--- src/rtl/hazard_pkg.sv ---
// Shared hazard-control types: FSM state encoding and the hard-wired zero register.
// The forwarding logic imports the same package so both sides agree on x0 handling.
package hazard_pkg;

  typedef enum logic [1:0] {
    HZ_IDLE = 2'd0,
    HZ_WAIT = 2'd1,
    HZ_ERR  = 2'd2
  } hz_state_t;

  localparam logic [4:0] REG_X0 = 5'd0;

endpackage

--- src/rtl/hazard_stall_ctrl_sat_counter.sv ---
// Saturating up-counter used for the stall/flush performance counters.
// Sticks at all-ones instead of wrapping so long runs never read as small numbers.
module sat_counter #(
  parameter int W = 32
) (
  input  logic         clk,
  input  logic         rst,
  input  logic         inc,
  output logic [W-1:0] q
);

  // Count qualifying cycles, holding at the maximum value once reached
  always_ff @(posedge clk or posedge rst) begin
    if (rst) begin
      q <= '0;
    end else if (inc && (q != {W{1'b1}})) begin
      q <= q + 1'b1;
    end
  end

endmodule

--- src/rtl/hazard_stall_ctrl.sv ---
// Hazard stall/flush controller: resolves load-use, taken-branch and data-memory
// wait hazards that forwarding cannot cover, and drives the pipeline register
// enables/clears. A memory wait freezes the whole front of the pipe, so a branch
// resolved in E during the wait is simply held and applied on the release cycle.
module hazard_stall_ctrl
  import hazard_pkg::*;
#(
  parameter int TIMEOUT = 255,
  parameter int CNT_W   = 32
) (
  input  logic             clk,
  input  logic             rst,
  input  logic [4:0]       Rs1_D,
  input  logic [4:0]       Rs2_D,
  input  logic [4:0]       RdE,
  input  logic             RegWriteE,
  input  logic             MemReadE,
  input  logic             PCSrcE,
  input  logic             MemReqM,
  input  logic             MemReadyM,
  output logic             StallF,
  output logic             StallD,
  output logic             StallE,
  output logic             StallM,
  output logic             FlushD,
  output logic             FlushE,
  output logic             FlushW,
  output logic             mem_err,
  output logic [CNT_W-1:0] stall_cnt,
  output logic [CNT_W-1:0] flush_cnt
);

  localparam int WCW = $clog2(TIMEOUT + 1);
  localparam logic [WCW-1:0] WAIT_LAST = WCW'(TIMEOUT - 1);

  hz_state_t      state;
  hz_state_t      state_nxt;
  logic [WCW-1:0] wait_cnt;
  logic [WCW-1:0] wait_cnt_nxt;
  logic           mem_err_nxt;
  logic           lw_stall;
  logic           mem_stall;

  // Raw hazard terms; mem_stall is combinational so a miss stalls in the same cycle
  always_comb begin
    lw_stall  = MemReadE && RegWriteE && (RdE != REG_X0) &&
                ((RdE == Rs1_D) || (RdE == Rs2_D));
    mem_stall = ((state == HZ_IDLE) && MemReqM && !MemReadyM) ||
                ((state == HZ_WAIT) && !MemReadyM) ||
                (state == HZ_ERR);
  end

  // Memory-wait FSM next state, wait counter and sticky timeout flag
  always_comb begin
    state_nxt    = state;
    wait_cnt_nxt = wait_cnt;
    mem_err_nxt  = mem_err;
    case (state)
      HZ_IDLE: begin
        wait_cnt_nxt = '0;
        if (MemReqM && !MemReadyM) begin
          state_nxt = HZ_WAIT;
        end
      end
      HZ_WAIT: begin
        if (MemReadyM) begin
          state_nxt    = HZ_IDLE;
          wait_cnt_nxt = '0;
        end else if (wait_cnt == WAIT_LAST) begin
          state_nxt    = HZ_ERR;
          wait_cnt_nxt = '0;
          mem_err_nxt  = 1'b1;
        end else begin
          wait_cnt_nxt = wait_cnt + 1'b1;
        end
      end
      HZ_ERR: begin
        wait_cnt_nxt = '0;
      end
      default: begin
        state_nxt    = HZ_IDLE;
        wait_cnt_nxt = '0;
      end
    endcase
  end

  // State, wait counter and error flag registers
  always_ff @(posedge clk or posedge rst) begin
    if (rst) begin
      state    <= HZ_IDLE;
      wait_cnt <= '0;
      mem_err  <= 1'b0;
    end else begin
      state    <= state_nxt;
      wait_cnt <= wait_cnt_nxt;
      mem_err  <= mem_err_nxt;
    end
  end

  // Priority encoder: reset bubbles everything, then memory wait, branch, load-use
  always_comb begin
    StallF = 1'b0;
    StallD = 1'b0;
    StallE = 1'b0;
    StallM = 1'b0;
    FlushD = 1'b0;
    FlushE = 1'b0;
    FlushW = 1'b0;
    if (rst) begin
      FlushD = 1'b1;
      FlushE = 1'b1;
      FlushW = 1'b1;
    end else if (mem_stall) begin
      StallF = 1'b1;
      StallD = 1'b1;
      StallE = 1'b1;
      StallM = 1'b1;
      FlushW = 1'b1;
    end else if (PCSrcE) begin
      FlushD = 1'b1;
      FlushE = 1'b1;
    end else if (lw_stall) begin
      StallF = 1'b1;
      StallD = 1'b1;
      FlushE = 1'b1;
    end
  end

  sat_counter #(.W(CNT_W)) u_stall_cnt (
    .clk (clk),
    .rst (rst),
    .inc (StallF),
    .q   (stall_cnt)
  );

  sat_counter #(.W(CNT_W)) u_flush_cnt (
    .clk (clk),
    .rst (rst),
    .inc (FlushD),
    .q   (flush_cnt)
  );

endmodule
--- config.mk ---
export PLATFORM = sky130hd
export DESIGN_NAME = hazard_stall_ctrl
export DESIGN_NICKNAME = d
export VERILOG_FILES = /design/src/rtl/hazard_pkg.sv /design/src/rtl/hazard_stall_ctrl_sat_counter.sv /design/src/rtl/hazard_stall_ctrl.sv
export SDC_FILE = /design/constraint.sdc
export NUM_CORES = 1
export LEC_CHECK = 0
export ABC_AREA = 1
export CAP_MARGIN = 20
export CORE_MARGIN = 5
export CORE_UTILIZATION = 53
export DETAILED_ROUTE_END_ITERATION = 10
export GPL_TIMING_DRIVEN = 0
export PLACE_DENSITY_LB_ADDON = 0.2
export SYNTH_ARGS = -nofsm -noshare
export SYNTH_HDL_FRONTEND = slang
export SYNTH_SLANG_ARGS = --single-unit
--- constraint.sdc ---
create_clock -name clk -period 4.2 [get_ports clk]
set_input_delay 0.84 -clock clk [delete_from_list [all_inputs] [get_ports clk]]
set_output_delay 0.84 -clock clk [all_outputs]
set_load 0.005 [all_outputs]
# Word-level counts from Yosys, hierarchy flattened
# Index checks and enable logic that the tools add are counted.
# totals
register_bits,75
in_bits,22
# op_classes
reduce_logical,17
n_addsub,3
bitwise_logic,2
mux,20
eq_ne,9
# ops
operator,count
"32-bit by 1-bit adder with 32-bit output, second input constant",2
"32-bit != test, second input constant",2
8-bit two-way mux,3
1-bit two-way mux,13
5-bit == test,2
1-bit logical AND,9
"8-bit by 1-bit adder with 8-bit output, second input constant",1
"8-bit == test, second input constant",1
2-bit two-way mux,3
2-bit one-hot mux with 3 select lines,1
3-bit AND reduction,2
5-bit nonzero test,1
1-bit logical OR,3
"3-bit by 2-bit != test with 1-bit output, second input constant",1
"2-bit by 1-bit == test with 1-bit output, second input constant",1
"2-bit == test, second input constant",1
2-bit logical NOT,1
"2-bit by 1-bit != test with 1-bit output, second input constant",1
1-bit NOT,2
1-bit logical NOT,1

# Logic depth before layout (Yosys ltp)
# Gate-level depths: netlist of the first run.
# depth
word_depth,8
mapped_depth,13
mapped_depth_nobuf,11

# Modules after synthesis
# A second synthesis of the first run with hierarchy kept.
# unflattened
cells_unflattened,841
hier_area_um2,5353.9
# modules_own_cells
mod,n_inst,seq_area_each_um2,cells_per_inst,area_per_inst_um2
sat_counter,2,800.8,361,2257.2
hazard_stall_ctrl,1,275.3,119,839.6

# Worst setup path before layout of the first run
# OpenSTA, ideal clock, no wires.
# synth_timing
path_kind,input-to-output
from,in rst
to,out FlushE
n_path_buf,1
required_ns,3.360
setup_slack_ns,0.124
path_stages,5
arrival_ns,3.236
cell_sequence,inv_1 -> nand2_2 -> inv_2 -> buf_2 -> nand2_1
# synth_between
elab_chain_cells,1
# synth_rtl
element,line,source
start: declaration,hazard_stall_ctrl.sv:12,"input logic rst,"
1-bit two-way mux,hazard_stall_ctrl.sv:109,if (rst) begin
end: declaration,hazard_stall_ctrl.sv:26,"output logic FlushE,"
# No other way between the ends.

# Worst setup path in the final report of the first run
# layout_timing
from,in MemReadyM
to,out FlushE
# layout_between
elab_chain_cells,6
word_cells_on_any_way,7
# layout_rtl
element,line,source
start: declaration,hazard_stall_ctrl.sv:20,"input logic MemReadyM,"
1-bit logical NOT *,"hazard_stall_ctrl.sv:48, hazard_stall_ctrl.sv:49",
"1-bit logical AND, on equally long branches","hazard_stall_ctrl.sv:48, hazard_stall_ctrl.sv:49",
1-bit logical OR *,hazard_stall_ctrl.sv:48,mem_stall = ((state == HZ_IDLE) && MemReqM && !MemReadyM) ||
1-bit logical OR *,hazard_stall_ctrl.sv:49,((state == HZ_WAIT) && !MemReadyM) ||
1-bit two-way mux *,hazard_stall_ctrl.sv:113,end else if (mem_stall) begin
1-bit two-way mux *,hazard_stall_ctrl.sv:109,
# Every way passes the cells marked *; elsewhere a longest branch is shown, timed or not.

==> impl_summary.txt, run 1 <==
----------------------------------------------------
[Place]
  Port bufs ... 93
  Gp weighted congestion ... 0.945
  Detailed Place HPWL ... between 10 and 15 mm

[STA]
  Final Hold Fails ... 0
  Peak clock frequency supported by timing ... 264 MHz
  Setup repair after global routing missed its margin ... false
  Min Clock Period, post-route ... 3.78 ns
  Slew at the pin closest to its max-slew limit ... between 0.4 and 0.5 ns
  Count of pins over their slew limit ... 0
  Share of the clock period used by the worst path ... 90.1%
  Layout Skew ... 0.00663 ns
  Remaining max-slew budget at the tightest pin ... 70.9%
  Final-layout worst hold slack ... 0.474 ns
  Endpoints failing setup ... 0

[Pwr]
  Static Leak ... 2.93 nW
  Worst IR Drop VDD ... about 0.41 mV
  Power density over cell area ... roughly 280 mW/mm2

[Worst setup path]
  Cell chain of the critical path ... clkdlybuf4s50_1, nor2_2, nor3_4, nand2_1, nand2_2, inv_2, buf_2, nand2_1, clkdlybuf4s50_1
  Worst Path Class, Setup ... in -> out
  R2r endpoint ... u_stall_cnt.q[3]
  Required time of the critical path ... 3.36 ns
  Arrival @ worst endpoint ... 2.94 ns
  Depth of the worst register-to-register path ... 10
  Library cell contributing the largest single delay on the critical path ... sky130_fd_sc_hd__clkdlybuf4s50_1
  Largest fanout on the critical path ... 10
  R2R Path Start ... u_stall_cnt.q[0]
  Setup slack, reg-to-reg ... between 2 and 2.5 ns
  Number of buffers and inverters on the critical path ... 4
  Family with the most delay on the worst path ... buffers and inverters
  Element type at the critical path start ... input port
  Type of destination of the critical path ... output pin
  Delay contributed by the slowest stage of the critical path ... 0.52 ns

[Clock tree]
  CTS root buf ... sky130_fd_sc_hd__clkbuf_8
  Number of hold buffers added after CTS ... 0
  Number of gates given a new drive strength after cts ... 0
  Number of buffers between clock root and the deepest sink ... 2
  Clock sink count ... 75
  Number of clock buffers inserted by TritonCTS ... 9
  Level count of the clock H-tree ... 3
  TritonCTS clock tree ... yes
  Clock latency on the worst-skew pair ... about 0.35 ns
  Setup repair bufs after CTS ... 0
  Register clock-pin slew on the reported worst setup and hold paths ... 0.08 ns

[Logic synthesis]
  Post-synthesis cell type count ... 35
  Portion of the post-synthesis area used by sequential elements ... a little under two fifths
  Most common cell in the netlist ... sky130_fd_sc_hd__nand2_1
  Total standard cell area after synthesis ... 0.00503 mm2
  Most area-consuming cells after synthesis ... sky130_fd_sc_hd__dfrtp_1 37%, sky130_fd_sc_hd__nand2_1 23%, sky130_fd_sc_hd__nor2_1 7.2%
  Cell type contributing the most total cell area after synthesis ... sky130_fd_sc_hd__dfrtp_1
  FF+latch count, synth ... 75
  Main synth FF type ... sky130_fd_sc_hd__dfrtp_1
  Fraction of synthesized cell area taken by the top area cell type ... 37.3%
  Gate count of the mapped netlist ... 740
  Mean instance size in the synthesized netlist ... 6.80 um2
  Number of flops mapped to enable cells by yosys ... 0
  Synthesized net count ... 766
  Yosys Warn Count ... 0
  Fraction of registers with async set or reset after synthesis ... 100%
  Leading post-synthesis cells by instance count ... 303 x sky130_fd_sc_hd__nand2_1, 96 x sky130_fd_sc_hd__nor2_1, 75 x sky130_fd_sc_hd__dfrtp_1

[Global route]
  Met2 Usage GRT ... between 40 and 50%
  Antenna violations before repair ... 0
  Global-route wire length before repair ... 23.3 mm
  Congestion Overflow GR ... 0
  Vias in the first global route ... approximately 5000
  Met1 Resource Use GR ... 30.1%
  Busiest layer in global routing ... met2
  GRT Util Overall ... about a quarter
  Met3 Resource Use GR ... 3.36%
  Largest net degree at the start of global routing ... 50

[Finish]
  Number of nets in the finished design ... 871
  Area Overhead vs Synth ... 25.6%
  Count of antenna diodes in the layout ... 0
  Fraction of layout cells with a size suffix above 1 ... 7.07%
  Final core occ ... 68.4%

[Detailed routing]
  Post-route DRC ... 0
  Detailed-route wire length ... 13.6 mm
  Violation count after the first detailed-routing iteration ... 230
  Routed vias/inst ... 5.25
  Remaining number of nets flagged by the antenna check after routing ... 0
  First-pass detailed-route iteration total ... 5
  Vias ... roughly 5000
  Wire length per cell ... 13.9 um

[Hold path]
  Startpoint of the tightest hold check path ... mem_err
  Endpoint of the worst hold path ... mem_err
  Worst hold path type ... reg -> reg
  Worst hold path stage count ... 2

[Floorplan]
  Vertical die dimension ... around 110 um
  Starting Density ... 54.4%
  Cell Rows ... 35
  Horizontal die dimension ... 107 um
  Full die area ... 0.0115 mm2
  Boundary pin count ... 94
  Area of the core region ... around 0.009 mm2

[Run]
  Max-capacitance violation count ... 0

[Outcome]
  Outcome ... complete, no violations

----------------------------------------------------
==> cell usage in the layout, fill, tap and decap left out, types with 10 or more instances in the layout <==
master	synthesis	routed
sky130_fd_sc_hd__buf_2	10	10
sky130_fd_sc_hd__nor3_1	18	18
sky130_fd_sc_hd__clkbuf_8	0	10
sky130_fd_sc_hd__xor2_1	30	30
sky130_fd_sc_hd__dfrtp_1	75	75
sky130_fd_sc_hd__nand3_1	27	27
sky130_fd_sc_hd__nand2_1	303	303
sky130_fd_sc_hd__nand4_1	37	37
sky130_fd_sc_hd__nor2_1	96	96
sky130_fd_sc_hd__o21ai_0	15	15
sky130_fd_sc_hd__clkdlybuf4s50_1	0	93
sky130_fd_sc_hd__inv_1	56	55
sky130_fd_sc_hd__nand3b_1	15	15
==> where the power goes <==
| part | internal (mW) | switching, mW | total [mW] |
|---|---|---|---|
| clock network | 0.228 | 0.282 | 0.510 |
| logic | 0.212 | 0.190 | 0.402 |
| registers | 0.782 | 0.0905 | 0.873 |
==> kinds of logic after synthesis <==
group                    share of synthesized area [%]
buffers and inverters                             7.41
flip-flops                                        37.3
AND/OR/NAND/NOR                                   44.6
AO/OA/AOI/OAI                                     2.94
XOR/XNOR                                          6.79
adder cells (fa/ha/maj)                          0.995
==> area by class of cell <==
type / instances / area [um2]
Fill cell: 797 / 2920
Multi-Input combinational cell: 583 / 2780
Sequential cell: 75 / 1880
Timing Repair Buffer: 94 / 958
Inverter: 61 / 231
Tap cell: 129 / 161
Buffer: 21 / 144
Clock buffer: 11 / 141
Clock inverter: 4 / 26.3
==> worst reg2reg max path, stage by stage (launching register included) <==
cell                      delay, ns
sky130_fd_sc_hd__dfrtp_1       0.49
sky130_fd_sc_hd__ha_1          0.23
sky130_fd_sc_hd__nand2_1       0.07
sky130_fd_sc_hd__nor2_2        0.19
sky130_fd_sc_hd__nand2_2       0.14
sky130_fd_sc_hd__nor2_4        0.22
sky130_fd_sc_hd__nand4_2       0.14
sky130_fd_sc_hd__buf_2         0.23
sky130_fd_sc_hd__buf_6         0.16
sky130_fd_sc_hd__nand4_1       0.09
sky130_fd_sc_hd__nand2_1       0.06
==> state kept, by name (all words and copies together), names as in the netlist <==
name	cells
wait_cnt	8
state	2
mem_err	1
u_stall_cnt.q	32
u_flush_cnt.q	32
==> routing by layer <==
layer	up-vias	wire length, um
li1	2544	-
met1	2382	5640
met2	166	6900
met3	42	639
met4	0	447
met5	-	0
==> stage by stage <==
| step | total power, mW | instance area, um2 | cells | setup TNS, ns | setup WS [ns] |
|---|---|---|---|---|---|
| after floorplan | 1.06 | 5030 | 740 | 0 | 0.124 |
| after global placement | 1.27 | 6120 | 962 | -41.06 | -1.66 |
| after detailed placement | 1.29 | 6150 | 963 | 0 | 0.430 |
| after CTS | 1.80 | 6320 | 978 | 0 | 0.425 |
| after global routing | 1.88 | 6320 | 978 | 0 | 0.308 |
| final | 1.78 | 6320 | 978 | 0 | 0.417 |
==> worst max-delay path by stage <==
stage	from	end	slack [ns]	depth (start not counted)
after floorplan	rst	FlushE	0.12	5
after global placement	rst	FlushE	-1.66	7
after detailed placement	MemReadyM	FlushE	0.43	9
after CTS	MemReadyM	FlushE	0.42	9
after global routing	MemReadyM	FlushE	0.31	9
final	MemReadyM	FlushE	0.42	9
Note: power is estimated with default switching activity, not from simulation.
==> run 2: changes to the inputs <==
- CAP_MARGIN: 20 -> default
==> results of run 2 <==
Same layout as run 1: the final DEF is identical, and so are final timing and power.
==> patch (config.mk and constraints of run 2) <==
`REG_X0`: 5'd0 -> 5'd1.
--- a/src/rtl/hazard_pkg.sv
+++ b/src/rtl/hazard_pkg.sv
@@ -8,7 +8,7 @@
     HZ_ERR  = 2'd2
   } hz_state_t;
 
-  localparam logic [4:0] REG_X0 = 5'd0;
+  localparam logic [4:0] REG_X0 = 5'd1;
 
 endpackage
 
Formal check against the unedited RTL: not equivalent (Yosys sat finds a counterexample within 4 cycles, from zero or initial values and one cycle with rst high).
==> patch against run 2 <==
Sequential cell count unchanged; routed wire length up 4.1%; synthesized area down 0.50%; core utilization up 0.61 points; die area down 0.45%; power up 12%; setup slack better by 0.0061 ns; maximum frequency up 0.16%; sequential power about the same; cell area up 0.89%; largest power group unchanged.
==> patch: results (changes against run 2) <==
| Metric | Value |
|---|---|
| RR Endpoint | u_stall_cnt.q[7] |
| Crit path capture | FlushE |
| Initial antenna violation count | 0 (unchanged) |
| Iteration-0 DRC count of the detailed router | 230 (unchanged) |
| Hold crit path type | flip-flop to flip-flop |
| Worst Hold Path EP | mem_err |
| Routed Antenna Nets | 0 (unchanged) |
| Worst path slowest cell | clkdlybuf4s50_1 |
| Later-pin clock latency in the skew report | 0.35 ns (about the same) |
| GRT met2 Usage | 45.0% (+1.5 points) |
| DP HPWL | 10.9 mm (+3.5%) |
| Post-synth net total | 772 (+0.78%) |
| Sequential area share after synthesis | 37.5% (+0.19 points) |
| Static Leak | 0.00296 uW (+1.0%) |
| Post-synth top cells | nand2_1 (310), nor2_1 (93), dfrtp_1 (75) |
| Min-delay src | mem_err |
| Avg Inst Size Synth | 6.71 sq um (-1.3%) |
| CTS HTree Levels | 3 (unchanged) |
| Max VDD drop | 0.206 mV (-49%) |
| Nets@finish | 877 (+0.69%) |
| Final cell count without fillers | 985 (+0.72%) |
| CTS Buffer Depth | 2 (unchanged) |
| Fmax | 265 MHz (+0.16%) |
| Share of layout cells above drive strength 1 | 6.43% (-0.64 points) |
| CTS root buf | clkbuf_8 |
| Leading post-synthesis cells by cell area | dfrtp_1 (38%), nand2_1 (23%), nor2_1 (7.0%) |
| Clock skew | 0.0108 ns (+0.00414 ns) |
| First-pass GRT wire length | 23.8 mm (+2.4%) |
| Number of distinct library cells after synthesis | 33 (-5.7%) |
| Drt wl/cell | 14.4 um (+3.3%) |
| Reg2reg setup slack | 2.04 ns (-0.03 ns) |
| Status | finished, final reports clean |
| Slew HR | 65.3% (-5.6 points) |
| M1 GR Usage | 29.9% (-0.23 points) |
| Dpl ws | 0.436 ns (+0.00610 ns) |
| Placed Cells | 969 (+0.62%) |
| All-layer global routing usage | 25.8% (+1.0 points) |
| Vias per cell | 5.28 (+0.62%) |
| Final GP Congestion | 0.932 (-1.4%) |
| Largest regs | u_flush_cnt.q: 32 flops, u_stall_cnt.q: 32 flops, wait_cnt: 8 flops |
| GR Util met3 | 3.43% (+0.072 points) |
| CTS buffer count | 9 (unchanged) |
| Largest net degree at the start of global routing | 44 (-12%) |
| Ys async rst share | 100% (unchanged) |
| Vias in the first global route | 5181 (+2.7%) |
| Fillers | 824 (+3.4%) |
| Diode count | 0 (unchanged) |
## patch: cell count changes after synthesis, moves of 3 or more
cell,before,now
o21ai_2,4,0
buf_6,6,3
inv_1,56,60
nand2_1,303,310
o21ai_0,15,9
nand3b_1,15,19
o21ai_1,0,8
nor2_1,96,93
## patch: per-stage QoR
| step | area [sq um] | hold WS, ns | TNS, ns |
|---|---|---|---|
| after floorplan | 5000 | 0.457 | 0 |
| after global placement | 6100 | 0.449 | -47.17 |
| after detailed placement | 6120 | 0.473 | 0 |
| after CTS | 6380 | 0.494 | 0 |
| after global routing | 6380 | 0.501 | 0 |
| final | 6380 | 0.489 | 0 |
## patch: report_power, final
| part | switching [uW] | internal, uW | total (uW) |
|---|---|---|---|
| Clock | 276 | 455 | 731 |
| Combinational | 187 | 203 | 391 |
| Sequential | 90.3 | 781 | 871 |
## patch: final cells by class
| cell class | count | share of cell area (%) |
|---|---|---|
| Multi-Input combinational cell | 586 | 43.3 |
| Tap cell | 129 | 2.53 |
| Inverter | 65 | 3.87 |
| Clock inverter | 5 | 1.96 |
| Timing Repair Buffer | 94 | 14.9 |
| Buffer | 20 | 1.94 |
| Sequential cell | 75 | 29.4 |
| Clock buffer | 11 | 2.06 |
## patch: cell families (layout without fill, tap and decap cells)
group                    count (synthesis)  after routing  synth area share, %
AND/OR/NAND/NOR                        522            522                 45.3
buffers and inverters                   85            195                 7.35
flip-flops                              75             75                 37.5
XOR/XNOR                                37             37                 6.47
AO/OA/AOI/OAI                           23             23                 2.43
adder cells (fa/ha/maj)                  4              4                 1.00
## patch: per-layer routing
metal  vias up  wire length, um
li1       2565                -
met1      2420             5510
met2       171             7280
met3        47              693
met4         0              692
met5         -                0
## patch: critical path, delay by kind of cell
family / cells / cell delay, ns
buffers and inverters: 4 / 1.38
and+or+nand+nor: 5 / 0.72
